**src/rtl/rdcla_pipe.sv**
```systemverilog
// Pipelined recursive-doubling KPG carry-lookahead adder/subtractor, one op per cycle.
// Optional signed-overflow output enabled by defining RDCLA_OVF_EN.
module rdcla_pipe #(
    parameter int WIDTH = 32
) (
    input  logic             clk,
    input  logic             rst,
    input  logic             in_valid,
    input  logic [WIDTH-1:0] a,
    input  logic [WIDTH-1:0] b,
    input  logic             cin,
    input  logic             sub,
    input  logic             hold,
    output logic             out_valid,
    output logic [WIDTH-1:0] sum,
    output logic             cout
`ifdef RDCLA_OVF_EN
    ,
    output logic             ovf
`endif
);

    localparam int LEVELS = $clog2(WIDTH) + 1;

    localparam logic [1:0] KPG_K = 2'b00;
    localparam logic [1:0] KPG_P = 2'b01;
    localparam logic [1:0] KPG_G = 2'b11;

    logic [WIDTH-1:0]        b_eff;
    logic                    cin_eff;
    logic [WIDTH:0][1:0]     kpg_init;

    // Index 0 is the capture stage; index k+1 holds the output of prefix level k.
    logic [LEVELS:0][WIDTH:0][1:0]   kpg_reg;
    logic [LEVELS-1:0][WIDTH:0][1:0] kpg_next;
    logic [LEVELS:0][WIDTH-1:0]      a_reg;
    logic [LEVELS:0][WIDTH-1:0]      b_reg;
    logic [LEVELS:0]                 valid_reg;
    logic [WIDTH:0]                  carry;

    assign b_eff       = sub ? ~b : b;
    assign cin_eff     = sub | cin;
    assign kpg_init[0] = cin_eff ? KPG_G : KPG_K;

    genvar gi, gl;
    generate
        for (gi = 0; gi < WIDTH; gi++) begin : g_init
            assign kpg_init[gi+1] = (a[gi] & b_eff[gi]) ? KPG_G :
                                    ((a[gi] | b_eff[gi]) ? KPG_P : KPG_K);
        end

        for (gl = 0; gl < LEVELS; gl++) begin : g_level
            for (gi = 0; gi <= WIDTH; gi++) begin : g_pos
                if (gi >= (1 << gl)) begin : g_cell
                    // A resolved K/G keeps its value; P defers to the lower span.
                    assign kpg_next[gl][gi] = (kpg_reg[gl][gi] == KPG_P) ?
                                              kpg_reg[gl][gi-(1<<gl)] : kpg_reg[gl][gi];
                end else begin : g_pass
                    assign kpg_next[gl][gi] = kpg_reg[gl][gi];
                end
            end
        end

        for (gi = 0; gi <= WIDTH; gi++) begin : g_carry
            assign carry[gi] = (kpg_reg[LEVELS][gi] == KPG_G);
        end
    endgenerate

    always_ff @(posedge clk or posedge rst) begin
        if (rst) begin
            valid_reg <= '0;
            kpg_reg   <= '0;
            a_reg     <= '0;
            b_reg     <= '0;
        end else if (!hold) begin
            valid_reg[0] <= in_valid;
            kpg_reg[0]   <= kpg_init;
            a_reg[0]     <= a;
            b_reg[0]     <= b_eff;
            for (int k = 1; k <= LEVELS; k++) begin
                valid_reg[k] <= valid_reg[k-1];
                kpg_reg[k]   <= kpg_next[k-1];
                a_reg[k]     <= a_reg[k-1];
                b_reg[k]     <= b_reg[k-1];
            end
        end
    end

    always_ff @(posedge clk or posedge rst) begin
        if (rst) begin
            out_valid <= 1'b0;
            sum       <= '0;
            cout      <= 1'b0;
`ifdef RDCLA_OVF_EN
            ovf       <= 1'b0;
`endif
        end else if (!hold) begin
            out_valid <= valid_reg[LEVELS];
            sum       <= a_reg[LEVELS] ^ b_reg[LEVELS] ^ carry[WIDTH-1:0];
            cout      <= carry[WIDTH];
`ifdef RDCLA_OVF_EN
            ovf       <= carry[WIDTH-1] ^ carry[WIDTH];
`endif
        end
    end

endmodule

```
**config.mk**
```make
export PLATFORM = sky130hd
export DESIGN_NAME = rdcla_pipe
export DESIGN_NICKNAME = d
export VERILOG_FILES = /design/src/rtl/rdcla_pipe.sv
export SDC_FILE = /design/constraint.sdc
export NUM_CORES = 2
export LEC_CHECK = 0
export BUFFER_PORTS_ARGS = -buffer_cell sky130_fd_sc_hd__buf_2
export CAP_MARGIN = 20
export CELL_PAD_IN_SITES_DETAIL_PLACEMENT = 0
export CELL_PAD_IN_SITES_GLOBAL_PLACEMENT = 2
export CORE_ASPECT_RATIO = 1.5
export CORE_UTILIZATION = 47
export CTS_CLUSTER_SIZE = 30
export DETAILED_ROUTE_END_ITERATION = 8
export GPL_TIMING_DRIVEN = 0
export PLACE_DENSITY_LB_ADDON = 0.1
export SLEW_MARGIN = 25
export SYNTH_ARGS = -nofsm -noshare
export SYNTH_HDL_FRONTEND = slang
export SYNTH_SLANG_ARGS = --single-unit
export TNS_END_PERCENT = 5
```
**constraint.sdc**
```tcl
create_clock -name clk -period 51.2 [get_ports clk]
set_input_delay 2.56 -clock clk [delete_from_list [all_inputs] [get_ports clk]]
set_output_delay 2.56 -clock clk [all_outputs]
set_load 0.005 [all_outputs]
```
# After elaboration in Yosys (flattened, before gate mapping)
# Index checks and enable logic that the tools add are counted.
dict set report totals {
  ff_bits 951
  in_bits 70
  output_inout_bits 34
  elab_cells 686
}
dict set report classes {
  n_eq_ne 168
  muxes 201
  bitwise_logic 68
}
# op n
set op_table {}
lappend op_table {{2-to-1 mux 2 bit} 168}
lappend op_table {{== test 2 x 1 -> 1 bit (second input constant)} 135}
lappend op_table {{== test 2 bit (second input constant)} 33}
lappend op_table {{bitwise XOR 32 bit} 2}
lappend op_table {{bitwise OR 1 bit} 33}
lappend op_table {{AND 1 bit} 32}
lappend op_table {{2-to-1 mux 1 bit} 32}
lappend op_table {{2-to-1 mux 32 bit} 1}
lappend op_table {{inverter 32 bit} 1}

# Longest topological paths before layout
dict set report logic_depth {
  depth_word 5
  mapped_depth 6
  ltp_nobuf 3
}

# Worst setup path before layout
# No wires, ideal clock.
dict set report synth_timing {
  path_type {input-to-reg}
  start {in hold}
  end {reg a_reg[0] (netlist bit)}
  setup_ps 125
  arrival_ps 3294
  required_time_ps 51075
  path_slack_ps 47781
  stages 4
  n_path_buf 3
  path_cell_list {buf_6 buf_6 buf_6 mux2_2}
}
# element line_no
set synth_lines {}
lappend synth_lines {{from (decl)} 13} ;# input logic hold,
lappend synth_lines {{to (signal, indexed assignment)} 83} ;# a_reg[k] <= a_reg[k-1];
lappend synth_lines {{to (decl)} 36} ;# logic [LEVELS:0][WIDTH-1:0] a_reg;
# No word-level cell between the ends.

==> results.toml <==
[route]
detail_route.wirelength_um = 103000
vias_per_cell = 5.38
drt-pass1-iter-count = 5
antenna_violating_nets_remaining = 0
drt-wirelength-per-cell_um = 24.8
via_count = 22379
drt-initial-drc-count = 1332
remaining_drc_errors = 0

[cells_and_area]
post_route_core_utilization = 0.539
seq_area_um2 = 23600
flow.area_growth_from_synthesis_pct = 13.4
fillers = 6800
finish.net_count = 3144
finalNonFillerCells = 4160
antenna-diode-count = 0
drive_above_1_share = 0.310
largest_register_ff_count = 335
multi_input_comb_area_um2 = 12200

[logic_synthesis]
postSynth.topFlopCell = "dfrtp_1"
synthArstFlopShare = 1.00
synth_largest_type_area_fraction = 0.632
post_synth_most_frequent_cells = "944 x dfrtp_1, 576 x mux2_2, 400 x nand2_1"
synth_enable_flop_cells = 0
yosysSeqAreaShare = 0.632
syn_area_um2 = 37400
synthCells = 2870
synth_area_per_cell_um2 = 13.0
synth.largest_area_cell = "dfrtp_1"
ys_top_cells_by_area = "dfrtp_1 63%, mux2_2 17%, o21ai_0 4.4%"
synth.lib_cells_used.distinct = 17
postSynthRegisterBits = 944
synthMostInstantiatedCell = "dfrtp_1"
syn-num-nets = 2940
synth.yosys.warnings = 0

[worst_setup_path]
reg2reg_from = "b_reg[207]$_DFFE_PP0N_"
critPathKind = "primary input to async pin"
cp.arrival_ns = 4.78
endpoint_kind = "async pin"
critPathMaxFanout = 93
critPathMostFrequentCell = "buf_16"
reg2reg_slack_ns = 49.66
worstRegToRegCells = 3
critPathRequiredTime_ns = 51.99
worst_path_max_delay_cell = "buf_16"
timing.rr.end = "sum[15]$_DFFE_PP0N_"
critical_path.cell_chain = "buf_2 -> inv_8 -> buf_16 -> buf_16 -> buf_16 -> buf_16"
critPathMaxStageDelay_ns = 0.43
start_kind = "primary input"

[clock_tree]
clk_pin_slew_worst_paths_ns = 0.06
tritoncts = "built"
clkSinkCount = 944
root_buffer = "clkbuf_16"
cts_made_buffers = 91
cts_hold_repair.buffers = 0
clock_latency_ns = 0.67
postCtsResizedCells = 0
post_cts_setup_buffers = 0
clock_path_buffers = 3
ctsHtreeMaxLevel = 3

[floorplan]
chipWidth_um = 232
boundaryPins = 104
design.die.area_um2 = 80600
initial_utilization = 0.475
core_region_area_um2 = 78700
fp-row-count = 126
die-height_um = 347

[sta]
period_minus_slack_ns = 3.99
fmax_mhz = 251
grt_setup_unrepaired = "false"
tightestPinTransition_ns = 0.957
clock_skew_ns = 0.0299
finalHoldViolations = 0
setup_slack_ns = 47.21
slew-limit-headroom = 0.360
final_setup_violating_endpoints = 0
totalNegativeSetupSlack_ns = 0
final-max-slew-violation-count = 0
period_share = 0.0778

[power_and_ir_drop]
internal_power_mw = 1.48
static-leakage-power_nw = 18.7
p_comb_frac = 0.163
vdd.ir_drop.worst_mv = 0.0313
power.switching_mw = 0.601
post-layout-total-power_mw = 2.08
power_frac_clock = 0.322
switching_share = 0.289
power_frac_seq = 0.515
power-per-cell-area_nw_per_um2 = 49.1

[placed_design]
dp_hpwl_um = 79400
place.gp.congestion = 0.882
post-place-cells = 4005
io_buffer_count = 101
dp_worst_setup_slack_ns = 46.45

[min_path]
min_from = "sum[18]$_DFFE_PP0N_"
destination_of_the_worst_hold_path = "sum[18]$_DFFE_PP0N_"
worst_hold_path.num_cells = 2
hold_path.class = "register to register"

[global_routing]
track_usage = 0.264
first_global_vias = 23947
maximum_number_of_pins_on_one_net_before_global_route_repair = 106
overflow = 0
grt_pass1_wl_um = 155000
grt_antenna_before_repair = 5

[status]
run_status = "complete, no violations"

[flow_run]
max_cap_viol_count = 0
==> metal layers <==
metal / global-route usage / routed length (um) / vias to the layer above
li1: - / - / 10324
met1: 0.335 / 43100 / 11500
met4: 0.102 / 4010 / 2
met2: 0.462 / 53400 / 395
met5: 0 / 12 / -
met3: 0.0276 / 2860 / 158
==> through the flow <==
step / area (um2) / hold WS (ns)
final: 42400 / 0.482
after floorplan: 37400 / 0.449
after global routing: 42400 / 0.504
after global placement: 39100 / 0.465
after detailed placement: 39400 / 0.471
after CTS: 42400 / 0.487
==> logic make-up after synthesis <==
logic type / Yosys count / share of synthesized area
xor+xnor: 96 / 0.0225
buf+inv: 183 / 0.0416
compound gates: 638 / 0.0855
flops: 944 / 0.632
simple gates: 433 / 0.0446
mux: 576 / 0.174
==> worst max-delay path: cells and delay by family <==
family	cells	cell delay [ns]
buffers and inverters	6	1.95
==> cells in the final DEF, fill, tap and decap left out, types with 63 or more instances in the layout <==
cell	synthesis	final
dfrtp_1	944	944
mux2_2	576	576
nand2_1	400	400
o21ai_0	327	327
a21oi_1	167	167
o21ai_1	144	144
buf_2	22	123
clkbuf_16	0	94
buf_6	90	90
xnor2_1	63	63
==> cell type report <==
class / instances / share of cell area
buffer: 150 / 0.0337
clock buffer: 130 / 0.0627
clock inverter: 25 / 0.00679
inverter: 33 / 0.00310
multi-input combinational: 1743 / 0.288
sequential: 944 / 0.557
tap: 1024 / 0.0302
timing repair buffer: 111 / 0.0184
==> how the worst max path moves through the flow <==
stage,startpoint,endpoint,slack [ns]
after floorplan,rst,a_reg[0]$_DFFE_PP0N_,22.09
after global placement,rst,a_reg[16]$_DFFE_PP0N_,13.35
after detailed placement,rst,b_reg[17]$_DFFE_PP0N_,46.45
after CTS,rst,b_reg[51]$_DFFE_PP0N_,47.17
after global routing,rst,b_reg[18]$_DFFE_PP0N_,46.87
final,rst,b_reg[18]$_DFFE_PP0N_,47.21
==> power by group through the flow <==
stage / registers (mW) / clock network [mW] / logic [mW]
3_3_place_gp: 1.08 / 0 / 0.332
5_1_grt: 1.09 / 0.714 / 0.372
4_1_cts: 1.07 / 0.686 / 0.347
6_report: 1.07 / 0.670 / 0.339
3_5_place_dp: 1.09 / 0 / 0.345
2_1_floorplan: 1.01 / 0 / 0.237
Note: power is estimated with default switching activity, not from simulation.
